File: config.mk
export PLATFORM = sky130hd
export DESIGN_NAME = mmio_uart_tx
export DESIGN_NICKNAME = d
export VERILOG_FILES = /design/src/rtl/mmio_uart_tx.sv
export SDC_FILE = /design/constraint.sdc
export NUM_CORES = 1
export LEC_CHECK = 0
export BUFFER_PORTS_ARGS = -buffer_cell sky130_fd_sc_hd__buf_2
export CORE_MARGIN = 10
export CORE_UTILIZATION = 51
export CTS_BUF_LIST = sky130_fd_sc_hd__clkbuf_8
export DETAILED_ROUTE_END_ITERATION = 8
export PLACE_DENSITY = 0.89
export SLEW_MARGIN = 20
export SYNTH_ARGS = -nofsm -noshare
export SYNTH_HDL_FRONTEND = slang
export SYNTH_SLANG_ARGS = --single-unit
File: constraint.sdc
create_clock -name clk -period 2.9 [get_ports clk]
set_clock_uncertainty 0.2 [all_clocks]
set_input_delay 0.145 -clock clk [delete_from_list [all_inputs] [get_ports clk]]
set_output_delay 0.145 -clock clk [all_outputs]
set_load 0.03 [all_outputs]
File: src/rtl/mmio_uart_tx.sv
// Memory-mapped 8N1 UART transmitter on the data-memory bus.
// TXDATA stores are queued in a small FIFO; STATUS/DIV reads are combinational.
module mmio_uart_tx #(
  parameter logic [31:0] BASE      = 32'h0000_0100,
  parameter int          DEPTH     = 4,
  parameter logic [15:0] DIV_RESET = 16'd868
) (
  input  logic        clk,
  input  logic        reset,
  input  logic        we,
  input  logic [31:0] a,
  input  logic [31:0] wd,
  output logic [31:0] rd,
  output logic        hit,
  output logic        tx
);

  localparam int PW = (DEPTH > 1) ? $clog2(DEPTH) : 1;
  localparam int CW = $clog2(DEPTH + 1);

  typedef enum logic [1:0] {IDLE, START, DATA, STOP} state_t;

  state_t          state, state_nxt;
  logic [7:0]      mem [DEPTH];
  logic [PW-1:0]   wptr, rptr;
  logic [CW-1:0]   count;
  logic            ovf;
  logic [15:0]     div, baud, eff_m1;
  logic [7:0]      shift, shift_nxt;
  logic [2:0]      idx, idx_nxt;
  logic            tx_nxt;
  logic [1:0]      off;
  logic            empty, full, busy, bit_end;
  logic            push_req, push, pop, ovf_set, ovf_clr, div_we, load_bit;
  logic [3:0]      count4;
  logic            unused_bits;

  assign hit         = (a[31:4] == BASE[31:4]);
  assign off         = a[3:2];
  assign unused_bits = ^{wd[31:16], a[1:0]};

  assign push_req = we && hit && (off == 2'd0);
  assign ovf_clr  = we && hit && (off == 2'd1) && wd[3];
  assign div_we   = we && hit && (off == 2'd2);

  assign empty   = (count == '0);
  assign full    = (count == CW'(DEPTH));
  assign busy    = (state != IDLE);
  assign bit_end = (baud == 16'd0);
  assign eff_m1  = (div == 16'd0) ? 16'd0 : div - 16'd1;
  assign count4  = 4'(count);

  // A pop on the same edge frees the slot, so a push into a full FIFO still lands.
  assign push    = push_req && (!full || pop);
  assign ovf_set = push_req && full && !pop;

  always_comb begin
    rd = 32'd0;
    if (hit) begin
      case (off)
        2'd1:    rd = {24'd0, count4, ovf, busy, full, empty};
        2'd2:    rd = {16'd0, div};
        default: rd = 32'd0;
      endcase
    end
  end

  always_ff @(posedge clk or posedge reset) begin
    if (reset) state <= IDLE;
    else       state <= state_nxt;
  end

  always_comb begin
    state_nxt = state;
    pop       = 1'b0;
    load_bit  = 1'b0;
    case (state)
      IDLE:  if (!empty) begin pop = 1'b1; load_bit = 1'b1; state_nxt = START; end
      START: if (bit_end) begin load_bit = 1'b1; state_nxt = DATA; end
      DATA:  if (bit_end) begin
               load_bit = 1'b1;
               if (idx == 3'd7) state_nxt = STOP;
             end
      STOP:  if (bit_end) begin
               if (!empty) begin pop = 1'b1; load_bit = 1'b1; state_nxt = START; end
               else state_nxt = IDLE;
             end
      default: state_nxt = IDLE;
    endcase
  end

  always_comb begin
    tx_nxt    = tx;
    shift_nxt = shift;
    idx_nxt   = idx;
    case (state)
      IDLE, STOP: if (pop) begin shift_nxt = mem[rptr]; tx_nxt = 1'b0; end
      START: if (bit_end) begin tx_nxt = shift[0]; idx_nxt = 3'd0; end
      DATA:  if (bit_end) begin
               if (idx == 3'd7) tx_nxt = 1'b1;
               else begin
                 tx_nxt    = shift[1];
                 shift_nxt = shift >> 1;
                 idx_nxt   = idx + 3'd1;
               end
             end
      default: tx_nxt = 1'b1;
    endcase
  end

  always_ff @(posedge clk or posedge reset) begin
    if (reset) begin
      tx    <= 1'b1;
      shift <= 8'd0;
      idx   <= 3'd0;
      baud  <= 16'd0;
    end else begin
      tx    <= tx_nxt;
      shift <= shift_nxt;
      idx   <= idx_nxt;
      if (load_bit)                        baud <= eff_m1;
      else if (busy && baud != 16'd0)      baud <= baud - 16'd1;
    end
  end

  always_ff @(posedge clk or posedge reset) begin
    if (reset) begin
      wptr  <= '0;
      rptr  <= '0;
      count <= '0;
      ovf   <= 1'b0;
      div   <= DIV_RESET;
    end else begin
      if (push) wptr <= wptr + PW'(1);
      if (pop)  rptr <= rptr + PW'(1);
      case ({push, pop})
        2'b10:   count <= count + CW'(1);
        2'b01:   count <= count - CW'(1);
        default: count <= count;
      endcase
      if (ovf_set)      ovf <= 1'b1;
      else if (ovf_clr) ovf <= 1'b0;
      if (div_we) div <= wd[15:0];
    end
  end

  always_ff @(posedge clk) begin
    if (push) mem[wptr] <= wd[7:0];
  end

endmodule

==> results of run 1 <==
-- sequential cells by signal, indices dropped and copies added (netlist names) --
register,cells
baud,16
count,3
div,16
idx,3
mem,32
ovf,1
rptr,2
shift,8
state,2
tx,1
wptr,2
-- cell families (layout without fill, tap and decap cells) --
logic type | Yosys count | in the layout | synth area share, %
other | 1 | 16 | 0.0783
xor gates and xnor gates | 29 | 29 | 5.31
buffers and inverters | 45 | 130 | 5.20
adders and majority gates | 19 | 19 | 5.12
DFF | 86 | 86 | 48.5
and+or+nand+nor | 134 | 134 | 15.9
muxes | 35 | 35 | 9.93
AOI/OAI and AO/OA | 66 | 66 | 10.0
-- worst paths after layout --
check	to	slack, ns	cells past startpoint
max	count[2]$_DFFE_PP0P_	0.13	11
min	wptr[0]$_DFFE_PP0P_	0.15	7
max reg2reg	count[2]$_DFFE_PP0P_	0.13	11
min reg2reg	shift[2]$_DFFE_PP0P_	0.29	2
max in group asynchronous	div[9]$_DFFE_PP1P_	1.63	4
min in group asynchronous	state[1]$_DFFE_PP0P_	0.17	3
-- per-stage QoR --
stage	power, W	worst slack, ns	utilization (%)
finish	0.00288	0.132	61.1
CTS	0.00288	0.0621	61.0
global route	0.00301	0.0115	61.1
global placement	0.00199	0.184	56.9
floorplan	0.00188	0.117	-
detailed placement	0.00203	0.0919	56.9
-- what timing repair did --
item                                    in CTS  in global routing
gates resized for setup                      0                  4
setup buffers                                0                  0
hold buffers                                18                  0
endpoints found under the hold margin       72                  0
endpoints found under the setup margin       0                 33
-- layout by cell type (no fill, tap or decap), types with 3 or more instances in the layout --
cell type       n
a21oi_1         6
and2_1          6
dfrtp_1        48
a22oi_1         8
o21ai_1         4
xor2_1          6
nand3_1        11
o21ai_0        17
nand2_1        33
buf_2          66
a22o_1          5
inv_1          14
nor2_1         27
o21ai_2         3
a31oi_1         3
mux4_2          8
buf_4          14
edfxtp_1       32
nand4_1         4
conb_1         16
and3_1         10
dlygate4sd3_1  18
dfstp_2         6
nor4_4          3
mux2_2         19
inv_6           3
nor4_1         11
ha_1           18
o22ai_1        12
xnor2_1        23
nor3_1          6
clkbuf_8        9
mux2i_1         7
-- cells in the mapped netlist (all sizes together) (10+ instances only) --
library cell	instances
and3	10
nand2	34
nor4	15
o22ai	12
o21ai	24
mux2	20
edfxtp	32
dfrtp	48
ha	18
nor2	28
xnor2	23
inv	16
nand3	12
buf	23
-- critical path, delay by kind of cell, from the launching register on --
kind | cells | cell delay [ns]
and+or+nand+nor | 3 | 0.66
AOI/OAI and AO/OA | 3 | 0.52
DFF | 1 | 0.41
xor gates and xnor gates | 1 | 0.15
buffers and inverters | 2 | 0.21
adders and majority gates | 2 | 0.55
-- power by group through the flow --
stage / clock network [W] / registers (W) / logic (W)
after floorplan: 0 / 0.00137 / 0.000515
after global placement: 0 / 0.00138 / 0.000612
after detailed placement: 0 / 0.00138 / 0.000649
after CTS: 0.000845 / 0.00136 / 0.000673
after global routing: 0.000895 / 0.00137 / 0.000752
final: 0.000833 / 0.00136 / 0.000685
-- per-layer routing --
metal	part of all wire, %	wire (um)
met2	50	5750
met4	3.1	353
met5	0	0
met1	40	4620
met3	6.6	752
-- area by class of cell --
class,instances,area (um2),area share [%]
Inverter,16,60.1,1.07
Clock inverter,7,72.6,1.29
Tap cell,111,139,2.47
Timing Repair Buffer,98,616,11.0
Multi-Input combinational cell,299,2290,40.7
Sequential cell,86,2320,41.3
Clock buffer,9,124,2.21
==> qor.yml, run 1 <==
outcome:
  status: "finished, final reports clean"
logic_synthesis:
  synth_top_area_cell: "dfrtp_1"
  yosysSeqAreaShare_pct: 48.5
  yosys-top-cells-area: "dfrtp_1, edfxtp_1, ha_1, mux2_2, xnor2_1"
  synth_flop_cell: "dfrtp_1"
  syn_inst: 415
  synth-seq-cells: 86
  synth_area_per_cell_um2: 11.5
  async_flop_share_pct: 62.8
  yosys_warnings: 0
  syn_area_um2: 4790
  ys_types: 59
  synth_edf_count: 32
  synth_top_cell_area_share_pct: 25.1
timing:
  min_period_over_period_pct: 95.4
  hold_viol_final: 0
  rsz0062_at_grt: "no"
  setup_violations: 0
  whs_ns: 0.147
  tightest_slew_ns: 0.621
  slew_headroom_pct: 58.6
  slew_violations: 0
  max_freq_mhz: 361
  finalSetupTns_ns: 0
  period_needed_ns: 2.77
detailed_routing:
  drc: 0
  dr.pass1.iters: 4
  routed_wl_mm: 11.5
  via_per_inst: 5.73
  ant_nets: 0
  via_count: 3585
  drt_iter0_drc: 236
  wl_per_cell_um: 18.3
critical_path:
  crit_required_ns: 2.99
  crit_path_start_kind: "flop"
  cp_max_fo: 3
  crit_start: "baud[0]$_DFFE_PP0P_"
  crit_top_cell: "inv_1"
  r2r-start: "baud[0]$_DFFE_PP0P_"
  cpMaxStageDelayCell: "dfrtp_1"
  cp.arrival_ns: 2.86
  max_stage_delay_ns: 0.41
  setup.worst_path.class: "reg2reg"
  endpoint_kind: "flop"
  worstPathCellList: "inv_1 -> ha_1 -> nor3b_2 -> and4_2 -> a41oi_4 -> a31oi_4 -> inv_1 -> fa_1 -> nand2b_1 -> o2bb2ai_2 -> xor2_1"
grt:
  grt_use_met3_pct: 3.52
  grt_pass1_wl_mm: 19.0
  track_usage_pct: 17.5
  grt-ovfl-total: 0
  antenna_found_initial: 0
  grt_max_degree: 26
  use_met2_pct: 30.6
  busiest_layer: "met2"
  met1_usage_pct: 20.2
  grt_pass1_vias: 3892
clocking:
  clk_pin_slew_ns: 0.10
  tritoncts: "built"
  cts.sinks: 86
  clockBufferDepth: 2
  htreeDepth: 3
  cts_inserted_buffers: 9
  clk_latency_ns: 0.37
  cts-root-buf: "clkbuf_8"
pwr:
  p_clk_share_pct: 28.9
  cellPowerDensity_nw_per_um2: 512
  netSwitchingFraction_pct: 32.5
  pwr-share-comb_pct: 23.8
  ir_worst_vdd_mv: 0.317
  switchingPower_w: 0.000935
  internal_power_w: 0.00194
  power.leakage_nw: 2.43
  seqPwrFrac_pct: 47.2
floorplanning:
  die_h_um: 117
  pin_count: 101
  fp-row-count: 35
  die_w_um: 117
  coreArea_um2: 9200
  initial_core_util_pct: 52.1
  die_area_um2: 13700
run:
  maxCapViolCount: 0
finish:
  fill_cells: 676
  fin_cells: 626
  area_growth_pct: 17.3
  drive_gt1_share_pct: 29.9
  diodes: 0
  layout.nets: 596
  final_cell_area_um2: 5620
placed_design:
  port_buffers: 66
  place_congestion: 0.827
  dp_hpwl_mm: 8.46
  dp.cells: 592
  placed_area_um2: 5230
hold_path:
  hold_path.class: "in2reg"
  hold_start: "a[22]"
Power figures use the tool's default switching activity.
==> inputs of run 2 (changes only) <==
==> constraint.sdc (replaced) <==
create_clock -name clk -period 2.4 [get_ports clk]
set_clock_uncertainty 0.2 [all_clocks]
set_input_delay 0.12 -clock clk [delete_from_list [all_inputs] [get_ports clk]]
set_output_delay 0.12 -clock clk [all_outputs]
set_load 0.1 [all_outputs]
==> run 2 against run 1 <==
Effect of this change:
- the flow now finishes with violations (setup timing)
- combinational power up 72%
- hold slack improved by 0.045 ns
- sequential share of layout area down 5.4 points
- die area is the same
- critical endpoint unchanged
- largest power group unchanged
- highest routed layer unchanged
==> qor.yml, run 2 (synthesis gave the netlist of run 1 again) <==
outcome:
  status: "finished with violations"
  violations: "setup timing"
timing:
  final.setup.worst_slack_ns: -0.222
  period_needed_ns: 2.62
  max_freq_mhz: 381
  slew_violations: 0
  min_period_over_period_pct: 109
  setup_violations: 37
  hold_viol_final: 0
  rsz0062_at_grt: "yes"
  tightest_slew_ns: 0.692
  slew_headroom_pct: 53.8
placed_design:
  dp_hpwl_mm: 9.28
  placed_area_um2: 5800
  pre_cts_slack_ns: -0.179
  port_buffers: 66
  place_congestion: 0.822
grt:
  grt_use_met3_pct: 4.49
  busiest_layer: "met2"
  antenna_found_initial: 0
  grt_max_degree: 32
  use_met2_pct: 38.0
  grt_pass1_wl_mm: 22.7
  grt_pass1_vias: 4253
  grt-ovfl-total: 0
  track_usage_pct: 21.4
  met1_usage_pct: 24.5
finish:
  regMostFlops: "mem"
  layout.cells.most_common_list: "buf_4, buf_2, dfrtp_1, nand2_1, edfxtp_1"
  final_common_cell: "buf_4"
  top_regs: "mem x32, baud x16, div x16"
  layout.nets: 649
  diodes: 0
  final_cell_area_um2: 6460
  largest_register_ffs: 32
  area_growth_pct: 35.0
  drive_gt1_share_pct: 41.9
detailed_routing:
  drt_iter0_drc: 353
  ant_nets: 0
  via_count: 4175
  drc: 0
  routed_wl_mm: 15.0
  via_per_inst: 6.15
  wl_per_cell_um: 22.1
  dr.pass1.iters: 6
run:
  maxCapViolCount: 0
hold_path:
  hold_path.class: "in2async"
pwr:
  power.leakage_nw: 2.83
  ir_worst_vdd_mv: 0.425
  cellPowerDensity_nw_per_um2: 597
clocking:
  cts-root-buf: "clkbuf_8"
  clockBufferDepth: 2
  htreeDepth: 3
  tritoncts: "built"
  cts.sinks: 86
  clk_latency_ns: 0.38
  clk_pin_slew_ns: 0.11
  cts_inserted_buffers: 9
critical_path:
  setup.worst_path.class: "reg2reg"
  r2r-start: "baud[1]$_DFFE_PP0P_"
  crit_path_start_kind: "flop"
  cp_max_fo: 2
  crit_required_ns: 2.49
  endpoint_kind: "flop"
  crit_start: "baud[1]$_DFFE_PP0P_"
  cp.arrival_ns: 2.72
floorplanning:
  coreArea_um2: 9200
  initial_core_util_pct: 52.1
  pin_count: 101
  die_h_um: 117
  die_area_um2: 13700
  fp-row-count: 35
  die_w_um: 117
==> run 2: final timing paths <==
check | endpoint | slack [ns] | depth (start not counted)
min in group clk | ovf$_DFFE_PP0P_ | 0.21 | 8
max reg2reg | count[2]$_DFFE_PP0P_ | -0.22 | 11
max in group asynchronous | div[8]$_DFFE_PP1P_ | 1.15 | 4
min reg2reg | shift[0]$_DFFE_PP0P_ | 0.31 | 2
min | shift[6]$_DFFE_PP0P_ | 0.19 | 3
max | count[2]$_DFFE_PP0P_ | -0.22 | 11
==> run 2: what timing repair did <==
item | in CTS | in global routing
endpoints found under the setup margin | 43 | 60
pin swaps | 2 | 15
gates resized for setup | 4 | 34
buffers inserted | 3 | 14
hold buffers | 18 | 0
endpoints found under the hold margin | 78 | 0
==> run 2: area by class of cell <==
| cell class | count | area (um2) |
|---|---|---|
| fill | 508 | 2730 |
| tap | 111 | 139 |
| clock inverter | 7 | 76.3 |
| timing repair buffer | 151 | 1300 |
| clock buffer | 9 | 124 |
| sequential | 86 | 2320 |
| multi-input combinational | 299 | 2440 |
| inverter | 16 | 60.1 |
==> run 2: critical path: stages, from the launching register on <==
cell	delay [ns]
dfrtp_1	0.40
inv_2	0.08
ha_4	0.13
nor3b_4	0.18
and4_4	0.26
a41oi_4	0.16
a31oi_4	0.20
inv_2	0.07
fa_2	0.37
nand2b_4	0.16
o2bb2ai_4	0.12
xor2_1	0.20
==> run 2: metrics by stage <==
| stage | power [W] | cells | TNS, ns | utilization (%) | hold WS, ns |
|---|---|---|---|---|---|
| 6_report | 0.00386 | 679 | -3.53 | 70.3 | 0.192 |
| 5_1_grt | 0.00401 | 679 | -6.14 | 70.3 | 0.242 |
| 4_1_cts | 0.00370 | 665 | -0.143 | 67.6 | 0.171 |
| 3_5_place_dp | 0.00263 | 628 | -0.758 | 63.0 | 0.0543 |
| 3_3_place_gp | 0.00257 | 628 | -0.0558 | 63.0 | 0.0481 |
| 2_1_floorplan | 0.00237 | 430 | -2.12 | - | 0.0189 |
==> run 2: metal layers <==
layer,routed length (um),vias up,share of wire [%]
met1,5560,2039,37
met5,0,-,0
li1,-,1781,-
met2,7460,288,50
met4,698,0,4.6
met3,1320,67,8.8
==> run 2: where the power goes <==
part | switching [W] | total [W] | internal (W) | leakage [nW]
logic | 0.000679 | 0.00118 | 0.000502 | 1.74
registers | 0.0000489 | 0.00163 | 0.00158 | 0.990
clock network | 0.000632 | 0.00105 | 0.000414 | 0.103
==> inputs of run 3 (changes only) <==
==> constraint.sdc (replaced) <==
create_clock -name clk -period 2.4 [get_ports clk]
set_clock_uncertainty 0.2 [all_clocks]
set_input_delay 0.36 -clock clk [delete_from_list [all_inputs] [get_ports clk]]
set_output_delay 0.36 -clock clk [all_outputs]
set_load 0.1 [all_outputs]
==> run 3 against run 2 <==
Effect of this change:
- the flow still finishes with violations (setup timing)
- combinational power about the same
- largest power group unchanged
- die area did not move
- total power is 1.1% higher
- design area down 0.79%
- via count is 0.81% higher
==> qor.yml, run 3 (synthesis gave the netlist of run 1 again) <==
timing:
  slew_headroom_pct: 56.8
  period_needed_ns: 2.69
  slew_violations: 0
  rsz0062_at_grt: "yes"
  whs_ns: 0.0164
  final.setup.worst_slack_ns: -0.292
  setup_violations: 39
  min_period_over_period_pct: 112
  finalSetupTns_ns: -6.33
  max_freq_mhz: 371
  tightest_slew_ns: 0.648
  hold_viol_final: 0
finish:
  final_common_cell: "buf_4"
  top_regs: "mem x32, baud x16, div x16"
  fill_cells: 520
  largest_register_ffs: 32
  area_growth_pct: 33.9
  drive_gt1_share_pct: 44.3
  seqCellArea_um2: 2320
  multi_input_area_um2: 2540
  final_cell_area_um2: 6410
  regMostFlops: "mem"
  final_core_util_pct: 69.7
  layout.cells.most_common_list: "buf_4, buf_2, dfrtp_1, nand2_1, edfxtp_1"
  layout.nets: 632
clocking:
  cts.sinks: 86
  clockBufferDepth: 2
  tritoncts: "built"
  htreeDepth: 3
  clk_pin_slew_ns: 0.11
  clk_latency_ns: 0.38
  cts-root-buf: "clkbuf_8"
  cts_inserted_buffers: 9
grt:
  grt_pass1_wl_mm: 23.1
  grt_max_degree: 30
  track_usage_pct: 22.2
  grt_pass1_vias: 4352
  antenna_found_initial: 1
  grt-ovfl-total: 0
critical_path:
  r2r_end: "count[2]$_DFFE_PP0P_"
  reg2reg_depth: 11
  endpoint_kind: "flop"
  setup.worst_path.class: "reg2reg"
  crit_end: "count[2]$_DFFE_PP0P_"
  r2r_slack_ns: -0.29
  cp.arrival_ns: 2.78
  r2r-start: "baud[1]$_DFFE_PP0P_"
  cp_max_fo: 3
  crit_required_ns: 2.49
  crit_path_start_kind: "flop"
  crit_start: "baud[1]$_DFFE_PP0P_"
run:
  maxCapViolCount: 0
placed_design:
  place_congestion: 0.876
  port_buffers: 66
  dp_hpwl_mm: 9.83
  placed_area_um2: 5950
detailed_routing:
  ant_nets: 0
  dr.pass1.iters: 5
  via_count: 4209
  wl_per_cell_um: 24.5
  drc: 0
  routed_wl_mm: 16.2
  via_per_inst: 6.35
  drt_iter0_drc: 381
floorplanning:
  coreArea_um2: 9200
  fp-row-count: 35
  die_h_um: 117
  pin_count: 101
  die_area_um2: 13700
  initial_core_util_pct: 52.1
  die_w_um: 117
pwr:
  finalPower_w: 0.00390
  ir_worst_vdd_mv: 0.462
  cellPowerDensity_nw_per_um2: 609
  power.leakage_nw: 2.75
hold_path:
  hold_path.class: "in2reg"
outcome:
  status: "finished with violations"
  violations: "setup timing"
run 3: worst max-delay path: stages (launching register included):
cell and delay (ns):
dfrtp_1 0.40, inv_2 0.09, ha_4 0.13, nor3b_4 0.21
and4_4 0.28, a41oi_4 0.15, a31oi_4 0.20, inv_2 0.08
fa_2 0.37, nand2b_4 0.17, o2bb2ai_4 0.13, xor2_1 0.20
run 3: worst min path at each step:
stage / startpoint / endpoint / slack, ns / depth (start not counted)
floorplan: ovf$_DFFE_PP0P_ / ovf$_DFFE_PP0P_ / 0.25 / 2
global placement: shift[2]$_DFFE_PP0P_ / shift[2]$_DFFE_PP0P_ / 0.26 / 2
detailed placement: reset / div[1]$_DFFE_PP0P_ / 0.28 / 2
CTS: wd[6] / mem[2][6]$_DFFE_PP_ / 0.02 / 1
global route: wd[6] / mem[2][6]$_DFFE_PP_ / 0.02 / 1
finish: wd[2] / mem[1][2]$_DFFE_PP_ / 0.02 / 1
run 3: metrics by stage:
step | std cells | setup slack, ns
after floorplan | 430 | -0.205
after CTS | 653 | -0.200
after global placement | 633 | -0.0504
after global routing | 663 | -0.323
final | 663 | -0.292
after detailed placement | 633 | -0.152
run 3: power breakdown:
part | switching (W) | internal (W)
logic | 0.000695 | 0.000464
clock network | 0.000599 | 0.000498
registers | 0.0000610 | 0.00158
total | 0.00136 | 0.00255
run 3: repair_timing:
item                       4_1_cts  5_1_grt
setup endpoints to repair       43       74
resized for setup               14       21
hold buffers                     1        0
hold endpoints to repair        21        0
setup buffers                    3        9
pin swaps                        5       13
run 3: area by class of cell:
cell class	instances	share of cell area, %
inverter	16	0.937
clock buffer	9	1.93
clock inverter	7	1.27
timing repair buffer	134	17.8
sequential	86	36.2
tap	111	2.17
antenna	1	0.0390
multi-input combinational	299	39.7
run 3: routing by layer:
metal  track usage [%]  part of all wire (%)  vias up
met3              5.20                    10      124
li1                  -                     -     1742
met4              14.4                   7.9        0
met2              38.2                    49      344
met5                 0                     0        -
met1              24.0                    33     1999
